<file path="src/rtl/iadc_config_sequencer_pkg.sv">
// Shared constants for the iADC configuration sequencer: controller register map,
// table entry layout and sequencer state encoding.
package iadc_config_sequencer_pkg;

    // Word indices of the iADC controller slave registers
    localparam logic [7:0] REG_IADC_RESET    = 8'h00;
    localparam logic [7:0] REG_IADC_TWI_ADDR = 8'h04;
    localparam logic [7:0] REG_IADC_TWI_DATA = 8'h05;
    localparam logic [7:0] REG_IADC_TWI_TX   = 8'h06;

    localparam int ENTRY_W  = 19;
    localparam int ADDR_MSB = 18;
    localparam int ADDR_LSB = 16;
    localparam int DATA_MSB = 15;

    // The controller's busy bit is not valid until this many cycles after a TX write
    localparam logic [2:0] GAP_CYCLES = 3'd4;

    typedef enum logic [3:0] {
        S_IDLE,
        S_FETCH,
        S_WR_ADDR,
        S_WR_DATA,
        S_WR_TX,
        S_GAP,
        S_POLL,
        S_NEXT,
`ifdef IADC_SEQ_RESET_EN
        S_RST_WR,
        S_DCM_HOLD,
`endif
        S_FINISH
    } seq_state_e;

    function automatic logic [31:0] reg_byte_adr(input logic [31:0] base, input logic [7:0] idx);
        return base + {23'b0, idx, 1'b0};
    endfunction

endpackage

</file>
<file path="src/rtl/iadc_config_sequencer_wbm_single_access.sv">
// One-shot Wishbone master: holds cyc/stb while req_i is high until ack, then
// forces one idle cycle before the next access can start.
module wbm_single_access (
    input  logic        clk,
    input  logic        rst,
    input  logic        req_i,
    input  logic        we_i,
    input  logic [31:0] adr_i,
    input  logic [15:0] dat_i,
    output logic        ack_o,
    output logic [15:0] rdata_o,
    output logic        wbm_cyc_o,
    output logic        wbm_stb_o,
    output logic        wbm_we_o,
    output logic [1:0]  wbm_sel_o,
    output logic [31:0] wbm_adr_o,
    output logic [15:0] wbm_dat_o,
    input  logic [15:0] wbm_dat_i,
    input  logic        wbm_ack_i
);

    logic idle_q, idle_d;
    logic active;

    always_comb begin
        active = req_i & ~idle_q;
        idle_d = active & wbm_ack_i;
    end

    always_ff @(posedge clk) begin
        if (rst) idle_q <= 1'b0;
        else     idle_q <= idle_d;
    end

    assign ack_o     = idle_d;
    assign rdata_o   = wbm_dat_i;
    assign wbm_cyc_o = active;
    assign wbm_stb_o = active;
    assign wbm_we_o  = active & we_i;
    assign wbm_sel_o = active ? 2'b11 : 2'b00;
    assign wbm_adr_o = active ? adr_i : 32'h0;
    assign wbm_dat_o = (active & we_i) ? dat_i : 16'h0;

endmodule

</file>
<file path="src/rtl/iadc_config_sequencer.sv">
// Walks a ROM table of {twi_addr, twi_data} entries and programs the iADC over Wishbone.
// Define IADC_SEQ_RESET_EN to strobe REG_IADC_RESET and hold for DCM_WAIT cycles at the end.
module iadc_config_sequencer
    import iadc_config_sequencer_pkg::*;
#(
    parameter logic [31:0] BASE_ADR     = 32'h0,
    parameter int          NUM_ENTRIES  = 8,
    parameter int          TBL_AW       = 4,
    parameter logic [15:0] POLL_TIMEOUT = 16'd4096,
    parameter logic [8:0]  DCM_WAIT     = 9'd300
) (
    input  logic              wb_clk_i,
    input  logic              wb_rst_i,
    input  logic              start_i,
    output logic              busy_o,
    output logic              done_o,
    output logic              error_o,
    output logic [TBL_AW-1:0] tbl_adr_o,
    input  logic [18:0]       tbl_dat_i,
    output logic              wbm_cyc_o,
    output logic              wbm_stb_o,
    output logic              wbm_we_o,
    output logic [1:0]        wbm_sel_o,
    output logic [31:0]       wbm_adr_o,
    output logic [15:0]       wbm_dat_o,
    input  logic [15:0]       wbm_dat_i,
    input  logic              wbm_ack_i
);

    localparam logic [TBL_AW-1:0] LAST_IDX = TBL_AW'(NUM_ENTRIES - 1);

    seq_state_e          state_q, state_d;
    logic [TBL_AW-1:0]   idx_q, idx_d;
    logic [ENTRY_W-1:0]  entry_q, entry_d;
    logic [15:0]         poll_cnt_q, poll_cnt_d;
    logic [2:0]          gap_cnt_q, gap_cnt_d;
    logic                fetch_ph_q, fetch_ph_d;
    logic                error_q, error_d;
`ifdef IADC_SEQ_RESET_EN
    logic [8:0]          dcm_cnt_q, dcm_cnt_d;
`else
    localparam logic [8:0] dcm_wait_unused = DCM_WAIT;
`endif

    logic        req, we, ack;
    logic [7:0]  reg_idx;
    logic [15:0] wdat, rdata;
    logic        rdata_unused;

    assign rdata_unused = ^rdata[15:1];

    always_comb begin
        state_d    = state_q;
        idx_d      = idx_q;
        entry_d    = entry_q;
        poll_cnt_d = poll_cnt_q;
        gap_cnt_d  = gap_cnt_q;
        fetch_ph_d = fetch_ph_q;
        error_d    = error_q;
`ifdef IADC_SEQ_RESET_EN
        dcm_cnt_d  = dcm_cnt_q;
`endif
        req        = 1'b0;
        we         = 1'b0;
        reg_idx    = REG_IADC_RESET;
        wdat       = 16'h0;

        unique case (state_q)
            S_IDLE: begin
                if (start_i) begin
                    error_d    = 1'b0;
                    idx_d      = '0;
                    poll_cnt_d = '0;
                    fetch_ph_d = 1'b0;
                    state_d    = (NUM_ENTRIES == 0) ? S_FINISH : S_FETCH;
                end
            end
            // ROM has one cycle of read latency
            S_FETCH: begin
                fetch_ph_d = 1'b1;
                if (fetch_ph_q) begin
                    entry_d    = tbl_dat_i;
                    fetch_ph_d = 1'b0;
                    state_d    = S_WR_ADDR;
                end
            end
            S_WR_ADDR: begin
                req     = 1'b1;
                we      = 1'b1;
                reg_idx = REG_IADC_TWI_ADDR;
                wdat    = {13'b0, entry_q[ADDR_MSB:ADDR_LSB]};
                if (ack) state_d = S_WR_DATA;
            end
            S_WR_DATA: begin
                req     = 1'b1;
                we      = 1'b1;
                reg_idx = REG_IADC_TWI_DATA;
                wdat    = entry_q[DATA_MSB:0];
                if (ack) state_d = S_WR_TX;
            end
            S_WR_TX: begin
                req     = 1'b1;
                we      = 1'b1;
                reg_idx = REG_IADC_TWI_TX;
                wdat    = 16'h0001;
                if (ack) begin
                    gap_cnt_d = '0;
                    state_d   = S_GAP;
                end
            end
            S_GAP: begin
                if (gap_cnt_q == GAP_CYCLES - 3'd1) state_d = S_POLL;
                else                                gap_cnt_d = gap_cnt_q + 3'd1;
            end
            S_POLL: begin
                req     = 1'b1;
                reg_idx = REG_IADC_TWI_TX;
                if (ack) begin
                    if (!rdata[0]) begin
                        state_d = S_NEXT;
                    end else if (poll_cnt_q >= POLL_TIMEOUT - 16'd1) begin
                        error_d = 1'b1;
                        state_d = S_FINISH;
                    end else begin
                        poll_cnt_d = poll_cnt_q + 16'd1;
                    end
                end
            end
            // Compare before incrementing so a full 2^TBL_AW table terminates
            S_NEXT: begin
                poll_cnt_d = '0;
                if (idx_q == LAST_IDX) begin
`ifdef IADC_SEQ_RESET_EN
                    state_d = S_RST_WR;
`else
                    state_d = S_FINISH;
`endif
                end else begin
                    idx_d   = idx_q + 1'b1;
                    state_d = S_FETCH;
                end
            end
`ifdef IADC_SEQ_RESET_EN
            S_RST_WR: begin
                req     = 1'b1;
                we      = 1'b1;
                reg_idx = REG_IADC_RESET;
                wdat    = 16'h0001;
                if (ack) begin
                    dcm_cnt_d = 9'd1;
                    state_d   = S_DCM_HOLD;
                end
            end
            // done_o lands exactly DCM_WAIT cycles after the reset write ack
            S_DCM_HOLD: begin
                if ((dcm_cnt_q + 9'd1) >= DCM_WAIT) state_d = S_FINISH;
                else                                dcm_cnt_d = dcm_cnt_q + 9'd1;
            end
`endif
            S_FINISH: state_d = S_IDLE;
            default:  state_d = S_IDLE;
        endcase
    end

    always_ff @(posedge wb_clk_i) begin
        if (wb_rst_i) begin
            state_q    <= S_IDLE;
            idx_q      <= '0;
            entry_q    <= '0;
            poll_cnt_q <= '0;
            gap_cnt_q  <= '0;
            fetch_ph_q <= 1'b0;
            error_q    <= 1'b0;
`ifdef IADC_SEQ_RESET_EN
            dcm_cnt_q  <= '0;
`endif
        end else begin
            state_q    <= state_d;
            idx_q      <= idx_d;
            entry_q    <= entry_d;
            poll_cnt_q <= poll_cnt_d;
            gap_cnt_q  <= gap_cnt_d;
            fetch_ph_q <= fetch_ph_d;
            error_q    <= error_d;
`ifdef IADC_SEQ_RESET_EN
            dcm_cnt_q  <= dcm_cnt_d;
`endif
        end
    end

    assign busy_o    = (state_q != S_IDLE);
    assign done_o    = (state_q == S_FINISH);
    assign error_o   = error_q;
    assign tbl_adr_o = idx_q;

    wbm_single_access u_wbm (
        .clk       (wb_clk_i),
        .rst       (wb_rst_i),
        .req_i     (req),
        .we_i      (we),
        .adr_i     (reg_byte_adr(BASE_ADR, reg_idx)),
        .dat_i     (wdat),
        .ack_o     (ack),
        .rdata_o   (rdata),
        .wbm_cyc_o (wbm_cyc_o),
        .wbm_stb_o (wbm_stb_o),
        .wbm_we_o  (wbm_we_o),
        .wbm_sel_o (wbm_sel_o),
        .wbm_adr_o (wbm_adr_o),
        .wbm_dat_o (wbm_dat_o),
        .wbm_dat_i (wbm_dat_i),
        .wbm_ack_i (wbm_ack_i)
    );

endmodule

</file>
<file path="config.mk">
export PLATFORM = sky130hd
export DESIGN_NAME = iadc_config_sequencer
export DESIGN_NICKNAME = d
export VERILOG_FILES = /design/src/rtl/iadc_config_sequencer_pkg.sv /design/src/rtl/iadc_config_sequencer_wbm_single_access.sv /design/src/rtl/iadc_config_sequencer.sv
export SDC_FILE = /design/constraint.sdc
export NUM_CORES = 1
export LEC_CHECK = 0
export BUFFER_PORTS_ARGS = -buffer_cell sky130_fd_sc_hd__buf_2
export CAP_MARGIN = 20
export CORE_UTILIZATION = 54
export CTS_BUF_LIST = sky130_fd_sc_hd__clkbuf_8 sky130_fd_sc_hd__clkbuf_16
export CTS_CLUSTER_SIZE = 20
export DETAILED_ROUTE_END_ITERATION = 12
export PLACE_DENSITY = 0.85
export SETUP_SLACK_MARGIN = 0.02
export SLEW_MARGIN = 0
export SYNTH_ARGS = -nofsm -noshare
export SYNTH_HDL_FRONTEND = slang
export SYNTH_SLANG_ARGS = --single-unit
</file>
<file path="constraint.sdc">
create_clock -name wb_clk_i -period 6.07 [get_ports wb_clk_i]
set_clock_uncertainty 0.05 [all_clocks]
set_input_delay 0 -clock wb_clk_i [delete_from_list [all_inputs] [get_ports wb_clk_i]]
set_output_delay 0 -clock wb_clk_i [all_outputs]
set_load 0.05 [all_outputs]
</file>
==> results.txt <==
Status - completed
GP Congestion - 0.946
CP delay by family, top - simple AND/OR/NAND/NOR gates
Post-synthesis sequential area ratio - 34.7%
Number of port buffers - 54
# rows - 25
FF+latch count, synth - 49
Antenna Nets Post-Route - 0
Slew @ Worst Pin - 0.830 ns
DRC - 0
CP endpoint kind - register
Synth Cell Area - 2830 µm²
CTS tree - done
Initial drt markers - 272
Switching Share - 33.4%
Reg2Reg Setup Slack - 3.22 ns
Die Y - 74.3 µm
Yosys warns - 0
Ys async rst share - 0%
Leakage power - 1.31 nW
Synth Area per Inst - 7.89 µm²
Worst hold path endpoint - fetch_ph_q
First-pass GRT wire length - 10600 µm
Vias in the first global route - 2386
Die Width - 74.3 µm
Reg2reg path depth - 5
Commonest non-fill, non-tap cell in the layout - nand2_1
Unique masters post-synth - 57
CTS resizes - 0
Initial antenna violation count - 0
Leading cell types in the layout, fill and taps excluded - nand2_1, buf_2, dfxtp_1, a21oi_1, conb_1
Clock tree sinks - 49
Pwr Total - 0.774 mW
Synth Flop Type - dfxtp_1
Worst-path clk slew - 0.09 ns
Hold depth - 3
Share of cells above drive strength 1 - 17.6%
Post-CTS setup repair buffer count - 0
Hold_buf cts - 20
Slowest stage delay, CP - 0.82 ns
Sum Neg Setup Slack - 0 ns
Worst-path cell chain - nand2b_1 > a2111oi_4 > nand4_1 > or4_1 > a21oi_1
RSZ-0062 raised after global routing - false
Routed wire length per instance - 13.5 µm
Slowest cell on crit path - a2111oi_4
ANT cells - 0
CP startpoint kind - register
Max_slew headroom - 44.7%
Combinational share of power - 23.3%
Max Cap Violations - 0
CP bufs+invs - 0
Synthesis-to-layout area growth - 15.9%
Mapped Cells - 358
Inserted Clock Buffers - 5
Nets@finish - 457
Hold Crit Class - in2reg
Worst Path Max Fanout - 20
Power per cell area - 236 nW/µm²
Clk network pwr share - 31.0%
Final Hold Fails - 0
Worst-skew pair later-pin latency - 0.30 ns
Achievable frequency - 0.351 GHz
Final WL - 6520 µm
Final Setup Violations - 0
Routed vias/inst - 5.51
CTS Buffer Depth - 2
Die Area - 5520 µm²
Share of power burned in registers - 45.7%
Gr usage total - 24.8%
Critical Path RT - 6.25 ns
Largest net degree at the start of global routing - 47
Initial cell density of the core - 57.9%
CTS Root Cell - clkbuf_8
Gr ovfl total - 0
Capturing point of the worst reg2reg path - poll_cnt_q[11]
Placeable Area - 4880 µm²
Critical Path AT - 3.03 ns
Ports - 99
Reg2reg start - state_q[2]
CTS H-tree depth - 2
DP HPWL - 4170 µm
Slew Viols, Final - 0
Maximum vdd drop - 0.177 mV
Pint - 0.516 mW
Pre-antenna DRT Iters - 5
Via count - 2658
Final period util - 46.9%
WS Path Type - reg2reg
Number of enable flip-flop cells after synthesis - 0
Min cycle time layout - 2.85 ns
Worst Min Path Start - start_i
Psw - 0.258 mW
==> layer usage <==
layer  vias to the layer above  wire [µm]  track usage [%]  part of all wire, %
li1                       1312          -                -                    -
met1                      1213       2700             29.7                   41
met2                       127       3230             43.2                   50
met3                         6        530             7.18                  8.1
met4                         0         59             7.34                 0.90
met5                         -          0                0                    0
==> cells in the mapped netlist, types with 2 or more instances <==
cell      number  area (µm²)
mux2i_1        6        60.1
nand2b_1       2        12.5
nand3b_1       2        15.0
nor2b_1        3        18.8
nand2_1       55         206
a31oi_1        6        37.5
nor3_1         6        30.0
a41oi_1        5        43.8
a21oi_1       35         175
nor2_1        21        78.8
nand3_1        8        40.0
dfxtp_1       49         981
o21ai_0       15        75.1
nor3b_1        4        30.0
and2_1        18         113
clkbuf_1      15        56.3
or4_1          6        45.0
and3_1         2        12.5
buf_4         32         240
a21o_1         2        15.0
buf_2          2        10.0
a211oi_1       6        45.0
xnor2_1        2        17.5
ha_1           4        50.1
mux2_2         2        22.5
nor4_1         2        12.5
or3_1          3        18.8
buf_1          3        11.3
and4_1         3        26.3
nand4_1        5        31.3
inv_1          6        22.5
o311ai_0       3        26.3
==> cell type report <==
class	instances	area [µm²]
clock buffer	6	82.6
multi-input combinational	277	1590
timing repair buffer	75	478
sequential	49	981
clock inverter	2	33.8
tap	67	83.8
inverter	6	22.5
fill	398	1610
==> cell families (layout without fill, tap and decap cells) <==
kind of cell             Yosys count  in the layout  share of synthesized area, %
buffers and inverters             60             89                          12.6
AND/OR/NAND/NOR                  148            148                          27.2
flip-flops                        49             49                          34.7
multiplexers                       8              8                          2.92
adder cells (fa/ha/maj)            4              4                          1.77
XOR/XNOR                           2              2                         0.620
AO/OA/AOI/OAI                     86             86                          20.0
other                              1             29                         0.133
==> how the worst max path moves through the flow <==
stage                          start              to  slack (ns)  cells past startpoint
final                     state_q[2]  poll_cnt_q[11]        3.22                      5
after global routing      state_q[2]  poll_cnt_q[11]        3.09                      5
after CTS                 state_q[2]  poll_cnt_q[11]        3.29                      5
after detailed placement  state_q[2]  poll_cnt_q[11]        3.31                      5
after global placement    state_q[2]  poll_cnt_q[11]        3.35                      5
after floorplan           state_q[3]    gap_cnt_q[0]        2.98                      5
==> through the flow <==
step / hold WS [ns] / cell area [µm²] / cells / utilization (%) / setup slack [ns]
detailed placement: 0.195 / 2960 / 454 / 60.6 / 3.31
floorplan: 0.0860 / 2930 / 386 / - / 2.98
finish: 0.0293 / 3270 / 482 / 67.1 / 3.22
global placement: 0.190 / 2960 / 454 / 60.6 / 3.35
global route: 0.0409 / 3270 / 482 / 67.1 / 3.09
CTS: 0.0288 / 3270 / 482 / 67.1 / 3.29
==> power by group through the flow <==
stage / registers (mW) / logic [mW] / clock network (mW)
final: 0.354 / 0.180 / 0.240
after floorplan: 0.346 / 0.167 / 0
after global routing: 0.357 / 0.196 / 0.256
after detailed placement: 0.361 / 0.167 / 0
after CTS: 0.353 / 0.177 / 0.241
after global placement: 0.360 / 0.164 / 0
==> worst min-delay path: cells and delay by family <==
family / cells / cell delay (ns)
compound gates: 2 / 0.23
buf+inv: 1 / 0.11
==> state kept, by name, summed over array words and instances (netlist names) <==
name / cells
poll_cnt_q: 16
fetch_ph_q: 1
entry_q: 19
state_q: 4
tbl_adr_o: 4
u_wbm.idle_q: 1
gap_cnt_q: 3
error_o: 1
No activity file was read; power rests on OpenSTA's default activity.
